===== config.mk =====
export PLATFORM = sky130hd
export DESIGN_NAME = memory_arbiter
export DESIGN_NICKNAME = d
export VERILOG_FILES = /design/src/rtl/memory_arbiter.sv
export SDC_FILE = /design/constraint.sdc
export NUM_CORES = 1
export LEC_CHECK = 0
export BUFFER_PORTS_ARGS = -buffer_cell sky130_fd_sc_hd__buf_4
export CAP_MARGIN = 10
export CORE_AREA = 2 2 97 99
export DETAILED_ROUTE_END_ITERATION = 7
export DIE_AREA = 0 0 99 101
export GPL_ROUTABILITY_DRIVEN = 1
export GPL_TIMING_DRIVEN = 0
export PLACE_DENSITY = 0.78
export SETUP_SLACK_MARGIN = 0.05
export SLEW_MARGIN = 20
export SYNTH_ARGS = -nofsm -noshare
export SYNTH_HDL_FRONTEND = slang
export SYNTH_SLANG_ARGS = --single-unit
export TNS_END_PERCENT = 10

===== constraint.sdc =====
create_clock -name CLK -period 2.3 [get_ports CLK]
set_input_delay 0.115 -clock CLK [delete_from_list [all_inputs] [get_ports CLK]]
set_output_delay 0.115 -clock CLK [all_outputs]
set_load 0.05 [all_outputs]

===== src/rtl/memory_arbiter.sv =====
// Two-requester round-robin arbiter in front of a single-port-write / single-port-read RAM,
// with a zero-fill engine that walks every address after a CLEAR pulse.
module memory_arbiter #(
   parameter int unsigned RAM_WIDTH     = 36,
   parameter int unsigned RAM_ADDR_BITS = 9
) (
   input  logic                         CLK,
   input  logic                         RST,
   input  logic [1:0]                   WR_REQ,
   input  logic [2*RAM_ADDR_BITS-1:0]   WR_ADD,
   input  logic [2*RAM_WIDTH-1:0]       WR_DATA,
   output logic [1:0]                   WR_GNT,
   input  logic [1:0]                   RD_REQ,
   input  logic [2*RAM_ADDR_BITS-1:0]   RD_ADD,
   output logic [1:0]                   RD_GNT,
   output logic [1:0]                   RD_VALID,
   output logic [RAM_WIDTH-1:0]         RD_DATA,
   input  logic                         CLEAR,
   output logic                         BUSY,
   output logic                         MEM_WR_EN,
   output logic [RAM_ADDR_BITS-1:0]     MEM_WR_ADD,
   output logic [RAM_WIDTH-1:0]         MEM_IN,
   output logic [RAM_ADDR_BITS-1:0]     MEM_READ_ADD,
   input  logic [RAM_WIDTH-1:0]         MEM_OUT
);

   localparam int unsigned AW = RAM_ADDR_BITS;
   localparam int unsigned DW = RAM_WIDTH;
   localparam logic [AW-1:0] LAST_ADDR = '1;

   typedef enum logic {ST_IDLE, ST_CLEAR} state_e;

   state_e          state_q, state_d;
   logic [AW-1:0]   cnt_q, cnt_d;
   logic            wr_ptr_q, wr_ptr_d;
   logic            rd_ptr_q, rd_ptr_d;
   logic [1:0]      rd_v1_q, rd_v1_d;
   logic [1:0]      rd_v2_q;
   logic            mem_wr_en_q, mem_wr_en_d;
   logic [AW-1:0]   mem_wr_add_q, mem_wr_add_d;
   logic [DW-1:0]   mem_in_q, mem_in_d;
   logic [AW-1:0]   mem_rd_add_q, mem_rd_add_d;
   logic            arb_ok;
   logic            wr_xfer, rd_xfer;
   logic            wr_sel, rd_sel;

   // Contention goes to the pointer; a lone requester always wins.
   function automatic logic [1:0] rr_grant(input logic [1:0] req, input logic ptr);
      if (req == 2'b11) begin
         return ptr ? 2'b10 : 2'b01;
      end
      return req;
   endfunction

   // Grants are combinational and suppressed during reset, fill and the CLEAR pulse cycle.
   always_comb begin
      arb_ok  = !RST && (state_q == ST_IDLE) && !CLEAR;
      WR_GNT  = arb_ok ? rr_grant(WR_REQ, wr_ptr_q) : 2'b00;
      RD_GNT  = arb_ok ? rr_grant(RD_REQ, rd_ptr_q) : 2'b00;
      wr_xfer = |(WR_REQ & WR_GNT);
      rd_xfer = |(RD_REQ & RD_GNT);
      wr_sel  = WR_GNT[1];
      rd_sel  = RD_GNT[1];
   end

   always_comb begin
      state_d      = state_q;
      cnt_d        = cnt_q;
      wr_ptr_d     = wr_ptr_q;
      rd_ptr_d     = rd_ptr_q;
      rd_v1_d      = RD_REQ & RD_GNT;
      mem_wr_en_d  = 1'b0;
      mem_wr_add_d = mem_wr_add_q;
      mem_in_d     = mem_in_q;
      mem_rd_add_d = mem_rd_add_q;

      case (state_q)
         ST_IDLE: begin
            if (CLEAR) begin
               state_d = ST_CLEAR;
               cnt_d   = '0;
            end
         end
         ST_CLEAR: begin
            cnt_d = cnt_q + AW'(1);
            if (cnt_q == LAST_ADDR) begin
               state_d = ST_IDLE;
            end
         end
         default: state_d = ST_IDLE;
      endcase

      if (wr_xfer) begin
         wr_ptr_d     = ~wr_sel;
         mem_wr_en_d  = 1'b1;
         mem_wr_add_d = wr_sel ? WR_ADD[2*AW-1:AW] : WR_ADD[AW-1:0];
         mem_in_d     = wr_sel ? WR_DATA[2*DW-1:DW] : WR_DATA[DW-1:0];
      end

      if (rd_xfer) begin
         rd_ptr_d     = ~rd_sel;
         mem_rd_add_d = rd_sel ? RD_ADD[2*AW-1:AW] : RD_ADD[AW-1:0];
      end

      // Fill write for the address the counter will hold next cycle.
      if (state_d == ST_CLEAR) begin
         mem_wr_en_d  = 1'b1;
         mem_wr_add_d = cnt_d;
         mem_in_d     = '0;
      end
   end

   always_ff @(posedge CLK) begin
      if (RST) begin
         state_q      <= ST_IDLE;
         cnt_q        <= '0;
         wr_ptr_q     <= 1'b0;
         rd_ptr_q     <= 1'b0;
         rd_v1_q      <= 2'b00;
         rd_v2_q      <= 2'b00;
         mem_wr_en_q  <= 1'b0;
         mem_wr_add_q <= '0;
         mem_in_q     <= '0;
         mem_rd_add_q <= '0;
      end else begin
         state_q      <= state_d;
         cnt_q        <= cnt_d;
         wr_ptr_q     <= wr_ptr_d;
         rd_ptr_q     <= rd_ptr_d;
         rd_v1_q      <= rd_v1_d;
         rd_v2_q      <= rd_v1_q;
         mem_wr_en_q  <= mem_wr_en_d;
         mem_wr_add_q <= mem_wr_add_d;
         mem_in_q     <= mem_in_d;
         mem_rd_add_q <= mem_rd_add_d;
      end
   end

   // Read data is the RAM's registered output, qualified by the returning tag.
   assign RD_VALID     = rd_v2_q;
   assign RD_DATA      = (|rd_v2_q) ? MEM_OUT : '0;
   assign BUSY         = (state_q == ST_CLEAR);
   assign MEM_WR_EN    = mem_wr_en_q;
   assign MEM_WR_ADD   = mem_wr_add_q;
   assign MEM_IN       = mem_in_q;
   assign MEM_READ_ADD = mem_rd_add_q;

endmodule


==> flow_metrics.tcl <==
set metrics [dict create \
    run_status "completed" \
    slew-limit-headroom_pct 57.7 \
    synth-seq-area-share_pct 41.9 \
    stdcell_count 752 \
    syn-instance-count 378 \
    fin_tns_setup_ps 0 \
    effective_utilization_at_floorplan_pct 37.8 \
    worstPathMaxFanout 10 \
    detail_route.iter0.violations 123 \
    ys_async_sr_fraction_pct 0 \
    count_of_flip_flops_with_a_built_in_enable_after_synthesis 0 \
    floorplan.die.height_um 101 \
    grt_remaining_overflow 0 \
    clkSinkCount 71 \
    cp.buffers_inverters 1 \
    grt_first_pass_wirelength_um 17400 \
    post-dp-hpwl_um 9660 \
    tightestPinTransition_ps 631 \
    grt_util_all_layers_pct 22.3 \
    hp-class "primary input to flip-flop" \
    detailedRoute.firstPassIterationCount 4 \
    timing.final.crit_share_pct 89.7 \
    critPathArrivalTime_ps 2320 \
    ant_nets 0 \
    core_area_um2 8980 \
    drt_wl_cell_um 15.9 \
    rr_worst_depth 9 \
    insertedDiodeCount 0 \
    worstPathCellList "ha_2 -> nand3_2 -> nor2_1 -> ha_1 -> nand2_1 -> nand2_1 -> nand2b_1 -> clkbuf_2 -> a211oi_1" \
    worst_setup_path_end_kind "flip-flop" \
    syn_area_um2 3390 \
    power_density_nw_per_um2 542 \
    nets 790 \
    rsz0062_at_grt "no" \
    cap_violations 0 \
    p_leak_nw 2.81 \
    placed_area_um2 5390 \
    critical_path_cell_count 9 \
    area_growth_pct 65.7 \
    clock.fmax_mhz 484 \
    worst-setup-path-type "flip-flop to flip-flop" \
    path_clk_slew_ps 80 \
    clock_insertion_delay_worst_skew_ps 350 \
    distinct_cells_synth 41 \
    postSynth.topFlopCell "dfxtp_1" \
    synth-warning-count 0 \
    setup_violations 0 \
    placement.setup.worst_slack_ps 19.9 \
    syn_area_per_cell_um2 8.98 \
    via_count 3753 \
    final.setup_skew_ps 12.5 \
    timing.final.crit_period_ps 2060 \
    final.setup.worst_slack_ps 236 \
    boundaryPins 249 \
    cts_setup_buffers 0 \
    via_count_of_the_first_global_routing_pass 3518 \
    drt_wl_total_um 11900 \
    mappedNetlistNets 531 \
    drt_drc_violations_left 0 \
    clock_tree_from_tritoncts "built" \
    crit_path_frequent_cell "nand2_1" \
    antenna_found_initial 0 \
    cp_top_family "simple AND/OR/NAND/NOR gates" \
    whs_path_depth 2 \
    max_root_sink_buffers 2 \
    peakVddDrop_mv 0.305 \
    synth_top_cell_by_area "dfxtp_1" \
    design.die.area_um2 10000 \
    timing.critical_path.required_ps 2550 \
    finalHoldViolations 0 \
    timing.critical_path.slowest_stage_cell "dfxtp_2" \
    io_buffer_count 247 \
    clock_tree.htree_level_count 3 \
    placementRows 35 \
    placed_cells_incl_taps 736 \
    final-max-slew-violation-count 0 \
    drive_above_1_share_pct 45.7 \
    cts_root_buf "clkbuf_8" \
    globalplace.congestion 0.917 \
    tritoncts.num_buffers 9 \
    number_of_flip_flops_and_latches_in_the_synthesized_netlist 71 \
    critical_path.max_stage_delay_ps 380 \
    post-synth-top-area-fraction_pct 41.9 \
    synth.area.top_cells "dfxtp_1 (42%), mux2i_1 (13%), nor2b_1 (7.2%)" \
    vias_per_cell 4.99 \
    cp-start-kind "flip-flop" \
    die_x_um 99 \
    postLayoutCellArea_um2 5620 \
    grt_max_degree 13 \
]
[layout by cell type, fill, tap and decap left out, types with 3 or more instances in the layout]
master	instances
o221ai_1	6
mux2i_1	44
dfxtp_1	70
xnor2_1	5
nor2_1	28
mux2_2	3
buf_4	248
o21ai_1	3
a211oi_1	13
buf_2	7
and3_1	7
buf_6	5
a21oi_1	15
nand2_1	48
a22oi_1	10
nor2b_1	39
nand2b_1	4
o21ai_0	23
inv_1	4
nand3_1	3
clkbuf_8	9
clkbuf_1	9
[repair_timing]
action	CTS	global route
hold endpoints to repair	1	0
endpoints found under the setup margin	5	10
gates resized for setup	1	4
hold buffers	1	0
[cell usage after synthesis (3+ instances only)]
master	n
buf_6	5
nor2b_1	39
clkbuf_1	10
inv_1	4
a21oi_1	15
xnor2_1	5
nand2b_1	4
nor2_1	28
buf_2	7
o221ai_1	6
a22oi_1	10
mux2_2	3
nand2_1	48
mux2i_1	44
dfxtp_1	71
o21ai_0	23
o21ai_1	3
nand3_1	4
a211oi_1	14
and3_1	7
[report_power, final]
part           leakage [nW]  switching (W)  internal, W
Combinational          2.13       0.000373     0.000312
Clock                 0.105       0.000467     0.000602
Sequential            0.578      0.0000250      0.00127
[metrics by stage]
stage                     power, W  hold slack (ps)  utilization (%)
after detailed placement   0.00201              373             60.0
after floorplan            0.00167              261                -
after global routing       0.00316             17.3             62.6
after global placement     0.00200              350             60.0
after CTS                  0.00307             10.5             62.5
final                      0.00305             25.9             62.6
[flip-flops by register name, indices dropped and copies added (netlist names)]
register and count:
MEM_IN 36, MEM_READ_ADD 9, MEM_WR_ADD 9, cnt_q 9
RD_VALID 2, rd_v1_q 2, BUSY 1, MEM_WR_EN 1
rd_ptr_q 1, wr_ptr_q 1
[final cells by class]
class	instances	area [um2]
Timing Repair Buffer	248	1860
Inverter	4	15.0
Buffer	24	141
Sequential cell	71	1420
Fill cell	782	3360
Clock inverter	6	86.3
Tap cell	111	139
Clock buffer	9	124
Multi-Input combinational cell	279	1830
[worst paths after layout]
path,startpoint,endpoint,slack [ps]
max,cnt_q[0],MEM_IN[8],240
min,RD_REQ[1],rd_v1_q[1],30
max reg2reg,cnt_q[0],MEM_IN[8],240
min reg2reg,rd_v1_q[0],RD_VALID[0],440
[kinds of logic after synthesis]
| kind of cell | Yosys count | synth area share, % |
|---|---|---|
| DFF | 71 | 41.9 |
| xor gates and xnor gates | 6 | 1.55 |
| AOI/OAI and AO/OA | 83 | 16.4 |
| buffers and inverters | 28 | 4.57 |
| and+or+nand+nor | 141 | 20.9 |
| adders and majority gates | 2 | 0.737 |
| muxes | 47 | 14.0 |
[layer usage]
layer	global-route usage, %	up-vias	part of all wire (%)
met5	0	-	0
met4	8.64	0	2.6
met3	5.83	27	6.4
met2	42.5	145	55
met1	23.2	1739	36
li1	-	1842	-
(Power assumes the default switching activity.)
